--- src/rtl/if_fetch_if.sv ---
// Fetch-stage signal bundle: PC register, instruction memory and IF/ID register.
interface if_fetch_if #(
  parameter int unsigned ADDR_WIDTH = 32,
  parameter int unsigned DATA_WIDTH = 32
);
  logic [ADDR_WIDTH-1:0] pc;
  logic                  taken;
  logic                  pc_en;
  logic                  imem_req;
  logic [ADDR_WIDTH-1:0] imem_addr;
  logic                  imem_gnt;
  logic                  imem_rvalid;
  logic [DATA_WIDTH-1:0] imem_rdata;
  logic                  id_stall;
  logic                  id_valid;
  logic [DATA_WIDTH-1:0] id_inst;
  logic [ADDR_WIDTH-1:0] id_pc;
  logic [ADDR_WIDTH-1:0] id_pcn;

  // Fetch controller side
  modport master (
    input  pc, taken, imem_gnt, imem_rvalid, imem_rdata, id_stall,
    output pc_en, imem_req, imem_addr, id_valid, id_inst, id_pc, id_pcn
  );

  // Environment side (PC register, memory, ID stage)
  modport slave (
    output pc, taken, imem_gnt, imem_rvalid, imem_rdata, id_stall,
    input  pc_en, imem_req, imem_addr, id_valid, id_inst, id_pc, id_pcn
  );
endinterface

--- src/rtl/if_fetch_ctrl.sv ---
// IF-stage fetch controller: one outstanding imem request, IF/ID register,
// one-entry skid buffer for ID back-pressure, wrong-path kill on redirect.
module if_fetch_ctrl #(
  parameter int unsigned ADDR_WIDTH = 32,
  parameter int unsigned DATA_WIDTH = 32
) (
  input  logic       clk,
  input  logic       rst,
  if_fetch_if.master bus
);

  localparam logic [DATA_WIDTH-1:0] NOP_INST = DATA_WIDTH'(32'h0000_0013);
  localparam logic [ADDR_WIDTH-1:0] PC_STEP  = ADDR_WIDTH'(4);

  typedef enum logic [1:0] {ISSUE, REQ, WAIT, HOLD} state_t;

  state_t                state_q, state_d;
  logic                  drop_q, drop_d;
  logic [ADDR_WIDTH-1:0] req_addr_q, req_addr_d;
  logic [DATA_WIDTH-1:0] skid_inst_q, skid_inst_d;
  logic [ADDR_WIDTH-1:0] skid_pc_q, skid_pc_d;
  logic [ADDR_WIDTH-1:0] skid_pcn_q, skid_pcn_d;
  logic                  id_valid_q, id_valid_d;
  logic [DATA_WIDTH-1:0] id_inst_q, id_inst_d;
  logic [ADDR_WIDTH-1:0] id_pc_q, id_pc_d;
  logic [ADDR_WIDTH-1:0] id_pcn_q, id_pcn_d;
  logic                  accept_c;
  logic                  out_busy_c;

  // Next-state, request tracking, skid capture and IF/ID register update
  always_comb begin
    state_d     = state_q;
    drop_d      = drop_q;
    req_addr_d  = req_addr_q;
    skid_inst_d = skid_inst_q;
    skid_pc_d   = skid_pc_q;
    skid_pcn_d  = skid_pcn_q;
    id_valid_d  = id_valid_q;
    id_inst_d   = id_inst_q;
    id_pc_d     = id_pc_q;
    id_pcn_d    = id_pcn_q;
    accept_c    = 1'b0;
    out_busy_c  = id_valid_q & bus.id_stall;

    unique case (state_q)
      ISSUE: begin
        // A redirecting PC is not latched; wait for the target to land.
        if (!bus.taken) begin
          req_addr_d = bus.pc;
          state_d    = REQ;
        end
      end
      REQ: begin
        // The request stays up until granted; a redirect only marks it stale.
        if (bus.taken)    drop_d  = 1'b1;
        if (bus.imem_gnt) state_d = WAIT;
      end
      WAIT: begin
        if (bus.imem_rvalid) begin
          if (drop_q || bus.taken) begin
            drop_d  = 1'b0;
            state_d = ISSUE;
          end else begin
            accept_c = 1'b1;
            if (out_busy_c) begin
              skid_inst_d = bus.imem_rdata;
              skid_pc_d   = req_addr_q;
              skid_pcn_d  = req_addr_q + PC_STEP;
              state_d     = HOLD;
            end else begin
              state_d = ISSUE;
            end
          end
        end else if (bus.taken) begin
          drop_d = 1'b1;
        end
      end
      HOLD: begin
        // Leaving HOLD either drains the skid into IF/ID or discards it.
        if (bus.taken || !out_busy_c) state_d = ISSUE;
      end
      default: state_d = ISSUE;
    endcase

    if (bus.taken) begin
      id_valid_d = 1'b0;
    end else if (!out_busy_c) begin
      if (state_q == HOLD) begin
        id_valid_d = 1'b1;
        id_inst_d  = skid_inst_q;
        id_pc_d    = skid_pc_q;
        id_pcn_d   = skid_pcn_q;
      end else if (accept_c) begin
        id_valid_d = 1'b1;
        id_inst_d  = bus.imem_rdata;
        id_pc_d    = req_addr_q;
        id_pcn_d   = req_addr_q + PC_STEP;
      end else begin
        id_valid_d = 1'b0;
      end
    end
  end

  // State and pipeline registers with synchronous reset
  always_ff @(posedge clk) begin
    if (rst) begin
      state_q     <= ISSUE;
      drop_q      <= 1'b0;
      req_addr_q  <= '0;
      skid_inst_q <= NOP_INST;
      skid_pc_q   <= '0;
      skid_pcn_q  <= '0;
      id_valid_q  <= 1'b0;
      id_inst_q   <= NOP_INST;
      id_pc_q     <= '0;
      id_pcn_q    <= '0;
    end else begin
      state_q     <= state_d;
      drop_q      <= drop_d;
      req_addr_q  <= req_addr_d;
      skid_inst_q <= skid_inst_d;
      skid_pc_q   <= skid_pc_d;
      skid_pcn_q  <= skid_pcn_d;
      id_valid_q  <= id_valid_d;
      id_inst_q   <= id_inst_d;
      id_pc_q     <= id_pc_d;
      id_pcn_q    <= id_pcn_d;
    end
  end

  assign bus.imem_req  = (state_q == REQ) & ~rst;
  assign bus.imem_addr = req_addr_q;
  assign bus.pc_en     = (bus.taken | accept_c) & ~rst;
  assign bus.id_valid  = id_valid_q;
  assign bus.id_inst   = id_inst_q;
  assign bus.id_pc     = id_pc_q;
  assign bus.id_pcn    = id_pcn_q;

endmodule

--- src/flat_wrapper.sv ---
// flat-port wrapper written by rule: the top's interface ports become plain ports
module if_fetch_ctrl_flat 
#(
  parameter int unsigned ADDR_WIDTH = 32,
  parameter int unsigned DATA_WIDTH = 32
)
  (clk, rst, bus_pc, bus_taken, bus_imem_gnt, bus_imem_rvalid, bus_imem_rdata, bus_id_stall, bus_pc_en, bus_imem_req, bus_imem_addr, bus_id_valid, bus_id_inst, bus_id_pc, bus_id_pcn);
  if_fetch_if #(.ADDR_WIDTH(ADDR_WIDTH), .DATA_WIDTH(DATA_WIDTH)) bus_i ();
  input  logic clk;
  input  logic rst;
  input wire logic [$bits(bus_i.pc)-1:0] bus_pc;
  input wire logic [$bits(bus_i.taken)-1:0] bus_taken;
  input wire logic [$bits(bus_i.imem_gnt)-1:0] bus_imem_gnt;
  input wire logic [$bits(bus_i.imem_rvalid)-1:0] bus_imem_rvalid;
  input wire logic [$bits(bus_i.imem_rdata)-1:0] bus_imem_rdata;
  input wire logic [$bits(bus_i.id_stall)-1:0] bus_id_stall;
  output wire logic [$bits(bus_i.pc_en)-1:0] bus_pc_en;
  output wire logic [$bits(bus_i.imem_req)-1:0] bus_imem_req;
  output wire logic [$bits(bus_i.imem_addr)-1:0] bus_imem_addr;
  output wire logic [$bits(bus_i.id_valid)-1:0] bus_id_valid;
  output wire logic [$bits(bus_i.id_inst)-1:0] bus_id_inst;
  output wire logic [$bits(bus_i.id_pc)-1:0] bus_id_pc;
  output wire logic [$bits(bus_i.id_pcn)-1:0] bus_id_pcn;
  assign bus_i.pc = bus_pc;
  assign bus_i.taken = bus_taken;
  assign bus_i.imem_gnt = bus_imem_gnt;
  assign bus_i.imem_rvalid = bus_imem_rvalid;
  assign bus_i.imem_rdata = bus_imem_rdata;
  assign bus_i.id_stall = bus_id_stall;
  assign bus_pc_en = bus_i.pc_en;
  assign bus_imem_req = bus_i.imem_req;
  assign bus_imem_addr = bus_i.imem_addr;
  assign bus_id_valid = bus_i.id_valid;
  assign bus_id_inst = bus_i.id_inst;
  assign bus_id_pc = bus_i.id_pc;
  assign bus_id_pcn = bus_i.id_pcn;
  if_fetch_ctrl #(.ADDR_WIDTH(ADDR_WIDTH), .DATA_WIDTH(DATA_WIDTH)) u_core (.clk(clk), .rst(rst), .bus(bus_i));
endmodule
--- config.mk ---
export PLATFORM = sky130hd
export DESIGN_NAME = if_fetch_ctrl_flat
export DESIGN_NICKNAME = d
export VERILOG_FILES = /design/src/rtl/if_fetch_if.sv /design/src/rtl/if_fetch_ctrl.sv /design/src/flat_wrapper.sv
export SDC_FILE = /design/constraint.sdc
export NUM_CORES = 1
export LEC_CHECK = 0
export ABC_AREA = 1
export CAP_MARGIN = 15
export CORE_ASPECT_RATIO = 2
export CORE_MARGIN = 2
export CORE_UTILIZATION = 40
export DETAILED_ROUTE_END_ITERATION = 10
export PLACE_DENSITY = 0.75
export SETUP_SLACK_MARGIN = 0.3
export SKIP_CTS_REPAIR_TIMING = 1
export SLEW_MARGIN = 0
export SYNTH_ARGS = -nofsm -noshare
export SYNTH_HDL_FRONTEND = slang
export SYNTH_SLANG_ARGS = --single-unit
--- constraint.sdc ---
create_clock -name clk -period 2.1 [get_ports clk]
set_input_delay 0.315 -clock clk [delete_from_list [all_inputs] [get_ports clk]]
set_output_delay 0.315 -clock clk [all_outputs]
set_load 0.03 [all_outputs]
Word-level counts from Yosys, hierarchy flattened

Cells that the tools add are included.

Flip-flop bits (word level): 228
Input bits: 70
Word-level logic and storage cells: 61

Reduce and logical (&&, ||, !) cells: 12
Mux-type cells: 22
Add/subtract/negate cells: 1
Bitwise logic cells: 8
Equal/unequal tests: 8

Operators by type and width:

| operator                                                                 | count |
|---|---|
| 32-bit two-way mux                                                       | 6 |
| 32-bit by 3-bit adder with 32-bit output (second input constant)         | 1 |
| 2-bit two-way mux                                                        | 6 |
| 1-bit two-way mux                                                        | 8 |
| 2-bit case mux with 4 select lines                                       | 1 |
| 4-bit AND reduction                                                      | 2 |
| 2-bit inequality test (second input constant)                            | 3 |
| 2-bit == test (second input constant)                                    | 2 |
| 1-bit inverter                                                           | 4 |
| 2-bit AND reduction                                                      | 2 |
| 2-bit nonzero test                                                       | 2 |
| 1-bit AND                                                                | 3 |
| 3-bit by 2-bit inequality test with 1-bit output (second input constant) | 1 |
| 3-bit AND reduction                                                      | 1 |
| 2-bit by 1-bit == test with 1-bit output (second input constant)         | 1 |
| 2-bit logical NOT                                                        | 1 |
| 1-bit logical OR                                                         | 2 |
| 2-bit by 1-bit inequality test with 1-bit output (second input constant) | 1 |
| 1-bit case mux with 2 select lines                                       | 1 |
| 2-bit OR reduction                                                       | 1 |
| 1-bit logical NOT                                                        | 1 |
| 1-bit OR                                                                 | 1 |

Logic depth before layout (Yosys ltp)

Word-level depth: 6
Mapped depth: 12

Worst setup path after synthesis

No wires, ideal clock.

Kind: reg2reg
Start point: register u_core.req_addr_q[3], in the netlist u_core.bus.imem_addr[3]
End point: register u_core.skid_pcn_q[22]
Setup time: 0.115 ns
Path slack: 0.351 ns
Required time: 1.985 ns
Arrival time: 1.633 ns
Buffers on the path: 0
Stages on the path, launching flop included: 11
Cell sequence: dfxtp_1 > ha_1 > nand2_1 > nor2_1 > nand2_2 > nor2_4 > nand2_1 > nand2_1 > nand2_1 > o21ai_0 > inv_1

Word-level cells in the longest chain between the ends: 1

Ends and longest elaborated chain:

| what                                     | RTL line             | source |
|---|---|---|
| start, declared                          | if_fetch_ctrl.sv:19  | `logic [ADDR_WIDTH-1:0] req_addr_q, req_addr_d;` |
| start signal, assigned                   | if_fetch_ctrl.sv:120 | `req_addr_q <= req_addr_d;` |
| 32-bit by 3-bit adder with 32-bit output | if_fetch_ctrl.sv:68  | `skid_pcn_d = req_addr_q + PC_STEP;` |
| end signal, assigned                     | if_fetch_ctrl.sv:123 | `skid_pcn_q <= skid_pcn_d;` |
| end, declared                            | if_fetch_ctrl.sv:22  | `logic [ADDR_WIDTH-1:0] skid_pcn_q, skid_pcn_d;` |

No other way between the ends.
A chain may end at the register's enable or synchronous reset.

Final worst setup path

Start point: register u_core.state_q[0]
End point: output port bus_pc_en

Word-level cells in the longest chain between the ends: 4

Ends and longest elaborated chain:

| what                   | RTL line             | source |
|---|---|---|
| start, declared        | if_fetch_ctrl.sv:17  | `state_t state_q, state_d;` |
| start signal, assigned | if_fetch_ctrl.sv:118 | `state_q <= state_d;` |
| 2-bit == test          | if_fetch_ctrl.sv:45  | `unique case (state_q)` |
| 1-bit two-way mux      | if_fetch_ctrl.sv:45  |  |
| 1-bit OR               | if_fetch_ctrl.sv:133 | `assign bus.pc_en = (bus.taken \| accept_c) & ~rst;` |
| 1-bit AND              | if_fetch_ctrl.sv:133 |  |
| end, declared          | flat_wrapper.sv:17   | `output wire logic [$bits(bus_i.pc_en)-1:0] bus_pc_en;` |

No other way between the ends.

==> impl_results.md <==
- Status: finished, final reports clean
- Tcrit/Tclk final: 0.9125
- RR Startpoint: u_core.state_q[0]
- Drt total wl: 30110 um
- Final #Nets: 1517
- Fmax: 521.9 MHz
- #FFs+latches synth: 224
- # DRC: 0
- RSZ-0062 raised after global routing: true
- Clock Sinks: 224
- Synthesized net count: 1349
- Synth area leaders: dfxtp_1, o21ai_0, nand2_1
- Antenna diode instance count: 0
- Worst R2R Path Depth: 10
- Unique masters post-synth: 29
- Setup slack, reg-to-reg: 0.35 ns
- R2R Path End: u_core.bus.id_pc[6]
- DIE HEIGHT: 220.4 um
- Largest net degree at the start of global routing: 116
- Share of cells above drive strength 1: 0.08030
- CTS buffer count: 22
- Iteration-0 DRC Markers: 821
- Required @ worst endpoint: 1.78 ns
- Routed vias: 9331
- Overflow after GRT: 0
- Vias in the first global route: 8717
- Most instantiated cells after synthesis: nand2_1, dfxtp_1, o21ai_0, nor2_1, a21oi_1
- Power per cell area: 1012 nW/um^2
- Site Rows: 79
- Antenna viol nets, final: 0
- Ys Warns: 0
- Post-Synthesis Cells: 1273
- Total Routing Usage GR: 0.2201
- Placement Setup Slack: -0.03631 ns
- Hold WC Path Type: in -> reg
- Post-synth EDFFs: 0
- Final WS setup: 0.1839 ns
- Critical Path Source Type: flop
- Fill cells: 2074
- Clk pin slew, worst setup/hold paths: 0.07 ns
- Worst slew margin: 0.6617
- Worst Setup EP: bus_pc_en
- Ys async rst share: 0
- Clock skew: 0.01046 ns
- Avg Inst Size Synth: 7.355 um^2
- Clk_lat worst skew: 0.51 ns
- Most frequent cell after synthesis: nand2_1
- Syn Std Cell Area: 9363 um^2
- Main synth FF type: dfxtp_1
- Hold slack: 0.4161 ns
- Worst IR Drop VDD: 710.7 uV
- Top cell type's share of synthesized area: 0.4790
- Maximum fanout along the worst path: 5
- Critical path origin: u_core.state_q[0]
- Placer Congestion: 0.9334
- Synth area leader: dfxtp_1
- Area growth syn-to-layout: 39.78%
- Routed len/inst: 17.31 um
- First-pass GRT wire length: 44420 um
- Min Tclk post-route: 1.916 ns
- I/O pins: 201
- Slew @ Worst Pin: 0.5075 ns
- Finish-stage setup viols: 0
- Static Leakage: 0.007338 uW
- HPWL after DPL: 19230 um
- Via/cell ratio: 5.363
- Maxcap violations: 0
- Die width: 112.2 um
- CTS Buffer Depth: 3
- Max Slew Vio Count: 0
- Final hold vios: 0
- CP Class: reg -> out
- Critical path data arrival time: 1.60 ns
- Starting density of the core: 0.4048
- Total die area: 24720 um^2
- CTS tree: built
- Seq/Total Area, Yosys: 0.4790
- CORE AREA: 23130 um^2
- Number of detailed-route iterations in the first pass: 6
- Worst setup EP type: output pin
- Initial antenna violation count: 0
- Port buffer count: 200
- Clock root cell: clkbuf_16
- H-tree depth: 1
where the power goes:
| group | leakage [uW] | switching, uW | total [uW] | internal [uW] |
|---|---|---|---|---|
| clock | 0.000392 | 1690 | 4360 | 2670 |
| combinational | 0.00513 | 2340 | 3730 | 1390 |
| sequential | 0.00182 | 457 | 5140 | 4690 |
| total | 0.00734 | 4490 | 13200 | 8760 |
sequential cells by signal, indices dropped and copies added (netlist names):
| signal | count |
|---|---|
| u_core.skid_inst_q | 32 |
| u_core.drop_q | 1 |
| u_core.bus.id_inst | 32 |
| u_core.bus.id_pcn | 32 |
| u_core.skid_pc_q | 30 |
| u_core.bus.imem_addr | 32 |
| u_core.bus.id_valid | 1 |
| u_core.state_q | 2 |
| u_core.skid_pcn_q | 32 |
| u_core.bus.id_pc | 30 |
kinds of logic after synthesis:
logic type | share of synthesized area
xor gates and xnor gates | 0.01403
adders and majority gates | 0.008018
buffers and inverters | 0.07858
DFF | 0.4790
and+or+nand+nor | 0.1904
AOI/OAI and AO/OA | 0.2300
placed cells by master (no fill, tap or decap), drive strengths merged:
master	synthesis	routed
a2111oi	1	1
a211oi	2	2
a21o	2	2
a21oi	121	121
a31oi	62	62
and2	2	2
buf	37	33
bufinv	0	4
clkbuf	55	36
clkdlybuf4s50	0	69
clkinv	0	4
clkinvlp	0	2
dfxtp	224	224
dlymetal6s2s	0	129
ha	6	6
inv	81	80
nand2	256	256
nand3	23	23
nor2	160	160
nor3	2	2
o211ai	5	5
o21ai	215	215
o21bai	1	1
or2	3	3
xor2	15	15
stage by stage:
step,total power [uW],area [um^2],instances,TNS (ns),utilization
2_1_floorplan,7198,9363,1273,0,-
3_5_place_dp,8784,11630,1688,-0.3663,0.5027
3_3_place_gp,8733,11630,1688,0,0.5027
5_1_grt,13800,13090,1740,0,0.5658
6_report,13240,13090,1740,0,0.5658
4_1_cts,13160,12440,1728,-0.1830,0.5377
worst min path at each step:
| stage | start | endpoint | slack (ns) | cells past startpoint |
|---|---|---|---|---|
| after floorplan | u_core.skid_inst_q[0] | u_core.skid_inst_q[0] | 0.42 | 2 |
| after global placement | u_core.skid_inst_q[0] | u_core.skid_inst_q[0] | 0.43 | 2 |
| after detailed placement | u_core.skid_inst_q[0] | u_core.skid_inst_q[0] | 0.44 | 2 |
| after CTS | bus_imem_rdata[17] | u_core.bus.id_inst[17] | 0.40 | 3 |
| after global routing | bus_imem_rdata[3] | u_core.bus.id_inst[3] | 0.42 | 3 |
| final | bus_imem_rdata[7] | u_core.bus.id_inst[7] | 0.42 | 3 |
critical path: stages, from the launching register on:
cell	delay [ns]
dfxtp_4	0.36
inv_4	0.07
ha_4	0.14
nand2_1	0.05
inv_2	0.07
nand2_4	0.07
nand2_1	0.07
nand2_1	0.05
inv_1	0.06
buf_4	0.16
layout make-up:
cell class                      instances  area (um^2)  area share
Multi-Input combinational cell        876         4229      0.3231
Timing Repair Buffer                  236         2868      0.2191
Inverter                               81        329.1     0.02514
Clock inverter                          9        153.9     0.01176
Sequential cell                       224         4498      0.3437
Tap cell                              283        354.1     0.02706
Clock buffer                           31        655.6     0.05010
layer usage:
layer / GRT usage / wire length, um / share of wire / vias up
met5: 0 / 0 / 0 / -
met4: 0.1488 / 1934 / 0.064 / 0
met3: 0.02356 / 1379 / 0.046 / 101
met2: 0.3902 / 15700 / 0.52 / 348
met1: 0.2469 / 11100 / 0.37 / 4350
li1: - / - / - / 4532
Note: power is estimated with default switching activity, not from simulation.
